$ cat src/rtl/id_ex_stage_reg_if.sv
// ID/EX stage bundle: ID-side inputs (stall/flush, control, operands) and the registered EX-side view.
interface id_ex_stage_reg_if #(
    parameter int DATA_W = 32,
    parameter int CNT_W  = 16
);
    logic              Stall;
    logic              Flush;
    logic              Valid_i;
    logic [8:0]        EX_i;
    logic [4:0]        M_i;
    logic [3:0]        WB_i;
    logic [DATA_W-1:0] PCPlus4_i;
    logic [DATA_W-1:0] RsData_i;
    logic [DATA_W-1:0] RtData_i;
    logic [DATA_W-1:0] Imm_i;
    logic [4:0]        Rs_i;
    logic [4:0]        Rt_i;
    logic [4:0]        Rd_i;
    logic [4:0]        Shamt_i;

    logic [8:0]        EX_o;
    logic [4:0]        M_o;
    logic [3:0]        WB_o;
    logic [DATA_W-1:0] PCPlus4_o;
    logic [DATA_W-1:0] RsData_o;
    logic [DATA_W-1:0] RtData_o;
    logic [DATA_W-1:0] Imm_o;
    logic [4:0]        Rs_o;
    logic [4:0]        Rt_o;
    logic [4:0]        Rd_o;
    logic [4:0]        Shamt_o;
    logic              Valid_o;
    logic [CNT_W-1:0]  BubbleCnt;

    modport master (
        output Stall, Flush, Valid_i, EX_i, M_i, WB_i,
               PCPlus4_i, RsData_i, RtData_i, Imm_i, Rs_i, Rt_i, Rd_i, Shamt_i,
        input  EX_o, M_o, WB_o, PCPlus4_o, RsData_o, RtData_o, Imm_o,
               Rs_o, Rt_o, Rd_o, Shamt_o, Valid_o, BubbleCnt
    );

    modport slave (
        input  Stall, Flush, Valid_i, EX_i, M_i, WB_i,
               PCPlus4_i, RsData_i, RtData_i, Imm_i, Rs_i, Rt_i, Rd_i, Shamt_i,
        output EX_o, M_o, WB_o, PCPlus4_o, RsData_o, RtData_o, Imm_o,
               Rs_o, Rt_o, Rd_o, Shamt_o, Valid_o, BubbleCnt
    );
endinterface

$ cat src/rtl/id_ex_stage_reg.sv
// ID/EX pipeline register: holds on stall, loads a zero-control bubble on flush,
// and keeps a saturating count of every bubble that enters EX.
module id_ex_stage_reg #(
    parameter int DATA_W = 32,
    parameter int CNT_W  = 16
) (
    input  logic              Clk,
    input  logic              Rst_n,
    id_ex_stage_reg_if.slave  bus
);
    logic [8:0]       exReg;
    logic [4:0]       mReg;
    logic [3:0]       wbReg;
    logic             validReg;
    logic [CNT_W-1:0] bubbleCntReg;
    logic             bubbleNow;

    logic [3:0][DATA_W-1:0] dataIn;
    logic [3:0][DATA_W-1:0] dataOut;
    logic [3:0][4:0]        fldIn;
    logic [3:0][4:0]        fldOut;

    // A bubble enters EX either by flush or by an un-stalled load of an empty ID slot.
    assign bubbleNow = bus.Flush | (~bus.Stall & ~bus.Valid_i);

    always_ff @(posedge Clk or negedge Rst_n) begin
        if (!Rst_n) begin
            exReg    <= '0;
            mReg     <= '0;
            wbReg    <= '0;
            validReg <= 1'b0;
        end else if (bus.Flush) begin
            exReg    <= '0;
            mReg     <= '0;
            wbReg    <= '0;
            validReg <= 1'b0;
        end else if (!bus.Stall) begin
            exReg    <= bus.Valid_i ? bus.EX_i : '0;
            mReg     <= bus.Valid_i ? bus.M_i  : '0;
            wbReg    <= bus.Valid_i ? bus.WB_i : '0;
            validReg <= bus.Valid_i;
        end
    end

    always_ff @(posedge Clk or negedge Rst_n) begin
        if (!Rst_n) begin
            bubbleCntReg <= '0;
        end else if (bubbleNow && (bubbleCntReg != {CNT_W{1'b1}})) begin
            bubbleCntReg <= bubbleCntReg + 1'b1;
        end
    end

    assign dataIn[0] = bus.PCPlus4_i;
    assign dataIn[1] = bus.RsData_i;
    assign dataIn[2] = bus.RtData_i;
    assign dataIn[3] = bus.Imm_i;
    assign fldIn[0]  = bus.Rs_i;
    assign fldIn[1]  = bus.Rt_i;
    assign fldIn[2]  = bus.Rd_i;
    assign fldIn[3]  = bus.Shamt_i;

    // Operands and fields are zeroed on flush so nothing stale can be forwarded.
    generate
        for (genvar gi = 0; gi < 4; gi++) begin : gStage
            logic [DATA_W-1:0] wordReg;
            logic [4:0]        fieldReg;

            always_ff @(posedge Clk or negedge Rst_n) begin
                if (!Rst_n) begin
                    wordReg  <= '0;
                    fieldReg <= '0;
                end else if (bus.Flush) begin
                    wordReg  <= '0;
                    fieldReg <= '0;
                end else if (!bus.Stall) begin
                    wordReg  <= dataIn[gi];
                    fieldReg <= fldIn[gi];
                end
            end

            assign dataOut[gi] = wordReg;
            assign fldOut[gi]  = fieldReg;
        end
    endgenerate

    assign bus.EX_o      = exReg;
    assign bus.M_o       = mReg;
    assign bus.WB_o      = wbReg;
    assign bus.Valid_o   = validReg;
    assign bus.BubbleCnt = bubbleCntReg;
    assign bus.PCPlus4_o = dataOut[0];
    assign bus.RsData_o  = dataOut[1];
    assign bus.RtData_o  = dataOut[2];
    assign bus.Imm_o     = dataOut[3];
    assign bus.Rs_o      = fldOut[0];
    assign bus.Rt_o      = fldOut[1];
    assign bus.Rd_o      = fldOut[2];
    assign bus.Shamt_o   = fldOut[3];
endmodule

$ cat src/flat_wrapper.sv
// flat-port wrapper written by rule: the top's interface ports become plain ports
module id_ex_stage_reg_flat 
#(
    parameter int DATA_W = 32,
    parameter int CNT_W  = 16
)
  (Clk, Rst_n, bus_Stall, bus_Flush, bus_Valid_i, bus_EX_i, bus_M_i, bus_WB_i, bus_PCPlus4_i, bus_RsData_i, bus_RtData_i, bus_Imm_i, bus_Rs_i, bus_Rt_i, bus_Rd_i, bus_Shamt_i, bus_EX_o, bus_M_o, bus_WB_o, bus_PCPlus4_o, bus_RsData_o, bus_RtData_o, bus_Imm_o, bus_Rs_o, bus_Rt_o, bus_Rd_o, bus_Shamt_o, bus_Valid_o, bus_BubbleCnt);
  id_ex_stage_reg_if #(.DATA_W(DATA_W), .CNT_W(CNT_W)) bus_i ();
  input  logic Clk;
  input  logic Rst_n;
  input wire logic [$bits(bus_i.Stall)-1:0] bus_Stall;
  input wire logic [$bits(bus_i.Flush)-1:0] bus_Flush;
  input wire logic [$bits(bus_i.Valid_i)-1:0] bus_Valid_i;
  input wire logic [$bits(bus_i.EX_i)-1:0] bus_EX_i;
  input wire logic [$bits(bus_i.M_i)-1:0] bus_M_i;
  input wire logic [$bits(bus_i.WB_i)-1:0] bus_WB_i;
  input wire logic [$bits(bus_i.PCPlus4_i)-1:0] bus_PCPlus4_i;
  input wire logic [$bits(bus_i.RsData_i)-1:0] bus_RsData_i;
  input wire logic [$bits(bus_i.RtData_i)-1:0] bus_RtData_i;
  input wire logic [$bits(bus_i.Imm_i)-1:0] bus_Imm_i;
  input wire logic [$bits(bus_i.Rs_i)-1:0] bus_Rs_i;
  input wire logic [$bits(bus_i.Rt_i)-1:0] bus_Rt_i;
  input wire logic [$bits(bus_i.Rd_i)-1:0] bus_Rd_i;
  input wire logic [$bits(bus_i.Shamt_i)-1:0] bus_Shamt_i;
  output wire logic [$bits(bus_i.EX_o)-1:0] bus_EX_o;
  output wire logic [$bits(bus_i.M_o)-1:0] bus_M_o;
  output wire logic [$bits(bus_i.WB_o)-1:0] bus_WB_o;
  output wire logic [$bits(bus_i.PCPlus4_o)-1:0] bus_PCPlus4_o;
  output wire logic [$bits(bus_i.RsData_o)-1:0] bus_RsData_o;
  output wire logic [$bits(bus_i.RtData_o)-1:0] bus_RtData_o;
  output wire logic [$bits(bus_i.Imm_o)-1:0] bus_Imm_o;
  output wire logic [$bits(bus_i.Rs_o)-1:0] bus_Rs_o;
  output wire logic [$bits(bus_i.Rt_o)-1:0] bus_Rt_o;
  output wire logic [$bits(bus_i.Rd_o)-1:0] bus_Rd_o;
  output wire logic [$bits(bus_i.Shamt_o)-1:0] bus_Shamt_o;
  output wire logic [$bits(bus_i.Valid_o)-1:0] bus_Valid_o;
  output wire logic [$bits(bus_i.BubbleCnt)-1:0] bus_BubbleCnt;
  assign bus_i.Stall = bus_Stall;
  assign bus_i.Flush = bus_Flush;
  assign bus_i.Valid_i = bus_Valid_i;
  assign bus_i.EX_i = bus_EX_i;
  assign bus_i.M_i = bus_M_i;
  assign bus_i.WB_i = bus_WB_i;
  assign bus_i.PCPlus4_i = bus_PCPlus4_i;
  assign bus_i.RsData_i = bus_RsData_i;
  assign bus_i.RtData_i = bus_RtData_i;
  assign bus_i.Imm_i = bus_Imm_i;
  assign bus_i.Rs_i = bus_Rs_i;
  assign bus_i.Rt_i = bus_Rt_i;
  assign bus_i.Rd_i = bus_Rd_i;
  assign bus_i.Shamt_i = bus_Shamt_i;
  assign bus_EX_o = bus_i.EX_o;
  assign bus_M_o = bus_i.M_o;
  assign bus_WB_o = bus_i.WB_o;
  assign bus_PCPlus4_o = bus_i.PCPlus4_o;
  assign bus_RsData_o = bus_i.RsData_o;
  assign bus_RtData_o = bus_i.RtData_o;
  assign bus_Imm_o = bus_i.Imm_o;
  assign bus_Rs_o = bus_i.Rs_o;
  assign bus_Rt_o = bus_i.Rt_o;
  assign bus_Rd_o = bus_i.Rd_o;
  assign bus_Shamt_o = bus_i.Shamt_o;
  assign bus_Valid_o = bus_i.Valid_o;
  assign bus_BubbleCnt = bus_i.BubbleCnt;
  id_ex_stage_reg #(.DATA_W(DATA_W), .CNT_W(CNT_W)) u_core (.Clk(Clk), .Rst_n(Rst_n), .bus(bus_i));
endmodule
$ cat config.mk
export PLATFORM = sky130hd
export DESIGN_NAME = id_ex_stage_reg_flat
export DESIGN_NICKNAME = d
export VERILOG_FILES = /design/src/rtl/id_ex_stage_reg_if.sv /design/src/rtl/id_ex_stage_reg.sv /design/src/flat_wrapper.sv
export SDC_FILE = /design/constraint.sdc
export NUM_CORES = 1
export LEC_CHECK = 0
export CORE_MARGIN = 5
export CORE_UTILIZATION = 37
export DETAILED_ROUTE_END_ITERATION = 16
export MAX_ROUTING_LAYER = met4
export PLACE_DENSITY = 0.77
export RECOVER_POWER = 100
export SYNTH_ARGS = -nofsm -noshare
export SYNTH_HDL_FRONTEND = slang
export SYNTH_SLANG_ARGS = --single-unit
$ cat constraint.sdc
create_clock -name Clk -period 1.6 [get_ports Clk]
set_input_delay 0.24 -clock Clk [delete_from_list [all_inputs] [get_ports Clk]]
set_output_delay 0.24 -clock Clk [all_outputs]
set_load 0.02 [all_outputs]
**Word-level counts from Yosys, hierarchy flattened**

Cells that the tools add are included.

- Bits in registers: 183
- Logic and storage cells: 48

- Bitwise gates (word level): 4
- Add/subtract/negate cells: 1
- Eq/ne operators: 2
- Multiplexer cells: 27
- Reductions and logical operators: 1

Operators with widths:

| kind | count |
|---|---|
| two-way mux 32 bit | 8 |
| two-way mux 5 bit | 11 |
| two-way mux 9 bit | 3 |
| adder 16 x 1 -> 16 bit, second input constant | 1 |
| != test 16 bit, second input constant | 1 |
| two-way mux 4 bit | 3 |
| two-way mux 1 bit | 2 |
| != test 2 x 1 -> 1 bit, second input constant | 1 |
| NOT 1 bit | 2 |
| AND 1 bit | 1 |
| logical AND 1 bit | 1 |
| OR 1 bit | 1 |

**Logic depth before layout (Yosys ltp)**

Gate-level depths: netlist (run 1).

- Depth after elaboration: 4
- Gate-level depth with buffers: 5
- Mapped depth without buffers: 5

**Least setup slack after synthesis (run 1)**

No wires, ideal clock.

- Path kind: reg2reg
- Start point: register u_core.bubbleCntReg[0] (netlist: u_core.bus.BubbleCnt[0])
- End point: register u_core.bubbleCntReg[4] (netlist: u_core.bus.BubbleCnt[4])
- Cell stages (with the launch flop): 6
- Library setup time: 130 ps
- Setup slack: -72 ps
- Required time: 1470 ps
- Arrival time: 1541 ps
- Clock period less this slack: 1672 ps
- Cell sequence: dfrtp_1 > ha_1 > and4_4 > a41oi_1 > nand4_1 > xnor2_1

- Longest elaborated chain between the ends: 2

Ends and longest elaborated chain:

| element | RTL line | RTL |
|---|---|---|
| start, declared | id_ex_stage_reg.sv:15 | `logic [CNT_W-1:0] bubbleCntReg;` |
| start signal, assigned | id_ex_stage_reg.sv:49 | `bubbleCntReg <= bubbleCntReg + 1'b1;` |
| parallel branches: the longest is 2 deep, another holds adder 16 x 1 -> 16 bit | - |  |

Parallel ways; which one is timed is not known.
A chain may end at the register's enable or synchronous reset.

**Worst setup path after layout (run 1)**

- Start point: register u_core.bubbleCntReg[1] (netlist: u_core.bus.BubbleCnt[1])
- End point: output port bus_BubbleCnt[1]

RTL lines:

| element | RTL line | RTL |
|---|---|---|
| end, declared | flat_wrapper.sv:37 | `output wire logic [$bits(bus_i.BubbleCnt)-1:0] bus_BubbleCnt;` |

No word-level cell between the ends.

==> summary.txt, run 1 <==
STA
  – Final setup fails: 0
  – Final worst path period need: 1.52 ns
  – Final hold viol count: 0
  – Clock Skew: 0.0112 ns
  – Worst slew pin tran: 0.942 ns
  – Max Clock Freq: 0.659 GHz
  – Minimum setup slack in the final design: around 0.083 ns
  – Worst hold slack: between 0.06 and 0.07 ns
  – Setup TNS Final: 0 ns
  – Slew headroom: 37.2%
  – RSZ-0062 raised after global routing: false
  – Tcrit/Tclk final: a little over nine tenths
  – Slew Limit Fails: 0

Clocking
  – Num CTS Buffers: 17
  – CTS tree: built
  – Setup Fix Bufs, Post-CTS: 0
  – CTS Buffer Depth: 2
  – Clk Latency, worst-skew pair: approximately 0.41 ns
  – Clk root buf: clkbuf_16
  – # clock sinks: about 180
  – Clock-pin transition on the worst setup and hold timing paths: about 0.070 ns
  – CTS H-tree lvls: 4

Logic synthesis
  – Top post-synthesis cells by count: dfrtp_1, nor2_1, mux2i_1, a22o_1, buf_2
  – Yosys warns: 0
  – Largest area contributor in the netlist: dfrtp_1
  – Cell Area, Synth: ~7400 um^2
  – Syn Area/Cell: about 13 um^2
  – Top-count cell post-synth: dfrtp_1
  – Post-synth ARST share: between 90% and 100%
  – Syn Nets: ~760
  – Top cell type's share of synthesized area: about three fifths
  – EDFF count, synth: 0
  – Cells after Synth: 589
  – Synth cell types: 35
  – Yosys reg bits: 183
  – Main area contributors after synthesis: dfrtp_1, mux2i_1, nor2_1, a22o_1, buf_2
  – Ys flop type: dfrtp_1
  – Register area share after synthesis: 61.7%

Pwr
  – Power, Total: ~12,000 uW
  – Switch Pwr: between 3000 and 4000 uW
  – Power density over cell area: between 1000 and 1500 nW/um^2
  – Clock share of power: 37.3%
  – Seq pwr share: between 40% and 50%
  – Maximum vdd drop: between 0.8 and 0.9 mV
  – Switching portion of total power: 27.4%
  – Internal Power: just under 9000 uW
  – Power share of the combinational group: between 10% and 20%
  – Leak pwr: 0.00624 uW

Global routing
  – Vias in the first global route: between 6,000 and 7,000
  – First-pass GRT wire length: between 30,000 and 40,000 um
  – Largest net degree at the start of global routing: about 110
  – Initial antenna violation count: 0
  – All-layer global routing usage: just under 20%
  – Total gr overflow: 0

Run
  – Max-cap violation count: 0

Drt
  – Antenna-violating nets left: 0
  – Routed Wire Length: 22,100 um
  – Vias/cell: 4.72
  – Routed len/inst: roughly 18 um
  – Iter 0 DRT Violations: roughly 280
  – Post-detailed-route DRC marker count: 0
  – Initial DRT Pass Iterations: 4
  – Total vias in the final route: 5,779

Layout
  – Number of diodes: 0
  – Layout net count: 1,119
  – Layout overhead on the synthesized area: 57.9%
  – Layout cell share with drive strength beyond 1: under 10%
  – FILL cells: between 1,500 and 2,000

Placement
  – Port bufs: approximately 350
  – Pre-CTS WS: -0.0904 ns
  – RePlAce Congestion: 0.814
  – DP HPWL: about 17,000 um

Worst setup path
  – Critical Path Start Type: flip-flop
  – Req. time, crit path: roughly 1.4 ns
  – Critical Path AT: ~1.3 ns
  – Nature of the critical path endpoint: output port
  – CP peak stage delay: 0.39 ns
  – Bufs and invs on worst path: 2
  – Critical path type: reg -> out
  – Crit path max-delay family: buffers and inverters
  – CP max-delay cell: dfrtp_1
  – CP cell instances: buf_4 > dlygate4sd2_1
  – Crit-path max FO: 3

Floorplan
  – Core Area: 19,600 um^2
  – Die Area: around 23,000 um^2
  – Die Y: between 150 and 200 um
  – FP Rows: 51
  – I/O pin count: 354
  – Chip width: 152 um
  – Starting Density: ~38%

Hold path
  – Hold Crit Class: in -> reg

Run status
  – Run status: finished, final reports clean
==> power groups by stage <==
stage / logic, uW / clock network [uW] / registers [uW]
floorplan: 717 / 0 / 5700
global placement: 2600 / 0 / 5280
detailed placement: 2640 / 0 / 5300
CTS: 2410 / 4600 / 5210
global route: 2530 / 4800 / 5250
finish: 2340 / 4500 / 5210
==> per-layer routing <==
metal	up-vias	part of all wire (%)	track usage, %
met1	2834	39	22.4
met3	28	7.3	5.03
met5	-	0	-
met2	202	52	32.7
li1	2715	-	-
met4	0	2.2	6.24
==> cells by family after synthesis <==
family	synth area share (%)
AOI/OAI and AO/OA	2.99
xor gates and xnor gates	1.65
adders and majority gates	0.169
buffers and inverters	2.38
DFF	61.7
muxes	20.0
and+or+nand+nor	11.1
==> cells in the final DEF (no fill, tap or decap), drive strengths merged, types with 7 or more instances in the layout <==
cell type / synthesis / final
dlygate4sd2: 0 / 183
clkbuf: 11 / 34
buf: 26 / 11
clkdlybuf4s50: 0 / 167
a22o: 18 / 18
nor2: 149 / 149
mux2i: 148 / 148
dfrtp: 183 / 183
xnor2: 9 / 9
nand2: 7 / 7
==> sequential cells by signal (all words and copies together), names as in the netlist <==
name / flops
u_core.bus.Imm_o: 32
u_core.bus.RtData_o: 32
u_core.bus.Rs_o: 5
u_core.bus.Valid_o: 1
u_core.bus.Rd_o: 5
u_core.bus.Shamt_o: 5
u_core.bus.PCPlus4_o: 32
u_core.bus.M_o: 5
u_core.bus.Rt_o: 5
u_core.bus.EX_o: 9
u_core.bus.WB_o: 4
u_core.bus.RsData_o: 32
u_core.bus.BubbleCnt: 16
==> layout make-up <==
cell class	count	area [um^2]	area share, %
tap	265	332	2.83
multi-input combinational	368	2670	22.8
timing repair buffer	376	3490	29.8
inverter	1	3.75	0.0320
clock buffer	20	447	3.81
sequential	183	4580	39.1
clock inverter	12	186	1.59
==> through the flow <==
stage                     instance area, um^2  utilization [%]  cells
after global routing                    11700             59.8   1225
after floorplan                          7420                -    589
final                                   11700             59.8   1225
after global placement                  11400             58.2   1192
after detailed placement                11400             58.2   1192
after CTS                               11800             60.3   1225
==> repair_timing <==
item                                   CTS  global route
pin swaps                                0             1
resized for setup                      183             2
setup endpoints to repair              183             2
hold buffers                             1             0
endpoints found under the hold margin   31             0
cloned                                   0             0
==> worst paths after layout <==
| kind | slack (ns) | depth (start not counted) | end | startpoint |
|---|---|---|---|---|
| max in group asynchronous | 0.30 | 3 | u_core.bus.RtData_o[16] | Rst_n |
| setup / recovery | 0.08 | 2 | bus_BubbleCnt[1] | u_core.bus.BubbleCnt[1] |
| hold / removal | 0.07 | 2 | u_core.bus.Imm_o[26] | bus_Flush |
| setup reg to reg | 0.12 | 5 | u_core.bus.BubbleCnt[7] | u_core.bus.BubbleCnt[0] |
| hold reg to reg | 0.48 | 1 | u_core.bus.Valid_o | u_core.bus.Valid_o |
| min in group asynchronous | 0.28 | 2 | u_core.bus.PCPlus4_o[14] | Rst_n |
Note: power is estimated with default switching activity, not from simulation.
==> run 2: changes to the inputs <==
--- a/config.mk
+++ b/config.mk
@@ -6,10 +6,10 @@
 export NUM_CORES = 1
 export LEC_CHECK = 0
 export CORE_MARGIN = 5
-export CORE_UTILIZATION = 37
+export CORE_UTILIZATION = 44
 export DETAILED_ROUTE_END_ITERATION = 16
 export MAX_ROUTING_LAYER = met4
-export PLACE_DENSITY = 0.77
+export PLACE_DENSITY = 0.86
 export RECOVER_POWER = 100
 export SYNTH_ARGS = -nofsm -noshare
 export SYNTH_HDL_FRONTEND = slang
==> constraint.sdc (replaced) <==
create_clock -name Clk -period 1.9 [get_ports Clk]
set_input_delay 0.285 -clock Clk [delete_from_list [all_inputs] [get_ports Clk]]
set_output_delay 0.285 -clock Clk [all_outputs]
set_load 0.02 [all_outputs]
==> run 2 against run 1 <==
  * Utilization rose by 11 points
  * Die area fell by 15%
  * Via count rose by 0.57%
  * Clock-buffer cell count did not move
  * Total power fell by 16%
  * Sequential power fell by 16%
  * Global-route usage rose by 4.3 points
  * Register-to-register slack improved by 0.10 ns
  * Sequential share of layout area barely moved
  * Routed wire length fell by 0.38%
  * Worst hold slack improved by 0.20 ns
  * First-iteration DRC count fell by 17%
==> summary.txt, run 2 (synthesis gave the netlist of run 1 again) <==
Run status
  – Run status: finished, final reports clean

Layout
  – Layout net count: 1,107 (-1.1%)
  – Most frequent cells in the layout: dfrtp_1, clkdlybuf4s50_1, dlygate4sd3_1
  – Layout overhead on the synthesized area: 57.9% (about the same)
  – Layout cell share with drive strength beyond 1: 5.17% (-1.6 points)
  – FILL cells: 1,192 (-29%)
  – Number of diodes: 0 (unchanged)
  – Commonest non-fill, non-tap cell in the layout: dfrtp_1

Worst setup path
  – Crit path max-delay family: buffers and inverters
  – Critical path type: reg -> out
  – Req. time, crit path: 1.62 ns (+0.26 ns)
  – Critical Path Start Type: flip-flop
  – Crit-path max FO: 5 (+2)
  – Critical Path AT: 1.53 ns (+0.25 ns)
  – CP max-delay cell: clkdlybuf4s50_1
  – Bufs and invs on worst path: 1 (-1)
  – CP peak stage delay: 0.67 ns (+0.28 ns)
  – CP cell instances: clkdlybuf4s50_1
  – Nature of the critical path endpoint: output port
  – Reg2reg start: u_core.bus.BubbleCnt[0]
  – Worst reg-to-reg setup slack: 0.22 ns (+0.10 ns)
  – Worst setup path start: u_core.bus.BubbleCnt[2]

Drt
  – Initial DRT Pass Iterations: 4 (unchanged)
  – Antenna-violating nets left: 0 (unchanged)
  – Total vias in the final route: 5,812 (+0.57%)
  – Iter 0 DRT Violations: 233 (-17%)
  – Routed Wire Length: 22,100 um (-0.38%)
  – Routed len/inst: 18.9 um (+4.5%)
  – Post-detailed-route DRC marker count: 0 (unchanged)
  – Vias/cell: 4.98 (+5.5%)

Placement
  – DP HPWL: 16,000 um (-3.4%)
  – RePlAce Congestion: 0.808 (-0.74%)
  – Port bufs: 353 (unchanged)

STA
  – Setup TNS Final: 0 ns (unchanged)
  – Slew Limit Fails: 0 (unchanged)
  – Tcrit/Tclk final: ~95%
  – Final worst path period need: approximately 1.8 ns
  – RSZ-0062 raised after global routing: false
  – Final setup fails: 0 (unchanged)
  – Clock Skew: 0.0116 ns (+0.000405 ns)
  – Final hold viol count: 0 (unchanged)
  – Slew headroom: 9.15% (-28 points)
  – Max Clock Freq: ~0.55 GHz
  – Worst slew pin tran: 1.36 ns (+0.421 ns)

Hold path
  – Hold Startpoint: bus_Stall
  – Hold Crit Class: in -> reg

Clocking
  – Cts repair resizes: 0 (-100%)
  – CTS H-tree lvls: 4 (unchanged)
  – # clock sinks: 183 (unchanged)
  – Setup Fix Bufs, Post-CTS: 0 (unchanged)
  – CTS tree: built
  – CTS Buffer Depth: 2 (unchanged)
  – Num CTS Buffers: 17 (unchanged)
  – Clock-pin transition on the worst setup and hold timing paths: 0.07 ns (about the same)
  – Clk root buf: clkbuf_16
  – Clk Latency, worst-skew pair: 0.42 ns (about the same)

Global routing
  – Total gr overflow: 0 (unchanged)
  – Vias in the first global route: 6,235 (+3.1%)
  – All-layer global routing usage: 23.5% (+4.3 points)
  – Initial antenna violation count: 0 (unchanged)
  – First-pass GRT wire length: 35,300 um (+5.6%)
  – Largest net degree at the start of global routing: 91 (-16%)

Pwr
  – Leak pwr: 0.00590 uW (-5.4%)
  – Internal Power: 7350 uW (-16%)
  – Power share of the combinational group: 19.9% (+0.5 points)
  – Maximum vdd drop: 0.661 mV (-19%)
  – Power, Total: 10,100 uW (-16%)
  – Seq pwr share: 43.6% (+0.4 points)
  – Switch Pwr: 2760 uW (-16%)
  – Power density over cell area: 863 nW/um^2 (-16%)
  – Switching portion of total power: 27.3% (-0.12 points)
  – Clock share of power: 36.5% (-0.8 points)

Floorplan
  – I/O pin count: 354 (unchanged)
  – Core Area: 16,600 um^2 (-15%)
  – Starting Density: 44.7% (+6.9 points)
  – Chip width: 140 um (-7.8%)
  – Die Y: 140 um (-7.8%)
  – Die Area: 19,600 um^2 (-15%)
  – FP Rows: 47 (-7.8%)

Run
  – Max-cap violation count: 0 (unchanged)
## run 2: changes by cell type in the layout (fill, tap and decap cells not counted), moves of 2 or more
| cell | before | now |
|---|---|---|
| dlygate4sd2_1 | 183 | 0 |
| dlygate4sd3_1 | 1 | 171 |
| clkdlybuf4s50_1 | 167 | 180 |
| buf_4 | 6 | 2 |
| clkbuf_2 | 7 | 3 |
| buf_12 | 3 | 0 |
| clkbuf_1 | 5 | 2 |
| buf_6 | 2 | 0 |
| buf_8 | 0 | 2 |
| clkinv_4 | 1 | 3 |
| clkinvlp_4 | 3 | 1 |
## run 2: per-stage QoR
step / hold WS [ns] / utilization [%] / std cells / area (um^2) / setup slack [ns]
floorplan: -0.0106 / - / 589 / 7420 / 0.228
global placement: 0.240 / 67.5 / 1135 / 11200 / 0.187
detailed placement: 0.242 / 67.5 / 1135 / 11200 / 0.178
CTS: 0.277 / 71.3 / 1168 / 11800 / 0.0601
global route: 0.280 / 70.6 / 1168 / 11700 / 0.00544
finish: 0.268 / 70.6 / 1168 / 11700 / 0.0878
## run 2: metal layers
| layer | up-vias | track usage (%) | part of all wire [%] |
|---|---|---|---|
| li1 | 2701 | - | - |
| met1 | 2823 | 29.1 | 41 |
| met2 | 248 | 38.2 | 50 |
| met3 | 40 | 5.80 | 6.7 |
| met5 | - | - | 0 |
| met4 | 0 | 7.60 | 2.7 |
## run 2: layout make-up
type	count	area, um^2	area share (%)
clock buffer	20	457	3.90
clock inverter	12	164	1.40
inverter	1	3.75	0.0320
multi-input combinational	368	2610	22.3
sequential	183	4580	39.1
tap	220	275	2.35
timing repair buffer	364	3620	30.9
## run 2: timing repair
| item | in CTS | in global routing |
|---|---|---|
| endpoints found under the hold margin | 38 | 0 |
| setup endpoints to repair | 0 | 0 |
| hold buffers | 1 | 0 |
## run 2: final timing paths
check / end / depth (start not counted)
setup / recovery: bus_BubbleCnt[2] / 1
setup reg to reg: u_core.bus.BubbleCnt[7] / 5
hold / removal: u_core.bus.Imm_o[21] / 3
hold reg to reg: u_core.bus.Valid_o / 1
max in group asynchronous: u_core.bus.Imm_o[3] / 3
min in group asynchronous: u_core.bus.RtData_o[2] / 2
## run 2: power by group through the flow
stage	combinational [uW]	clock, uW	sequential, uW
detailed placement	2140	0	4470
floorplan	602	0	4800
global route	2160	3950	4450
finish	2020	3690	4400
CTS	2150	3770	4410
global placement	2110	0	4460
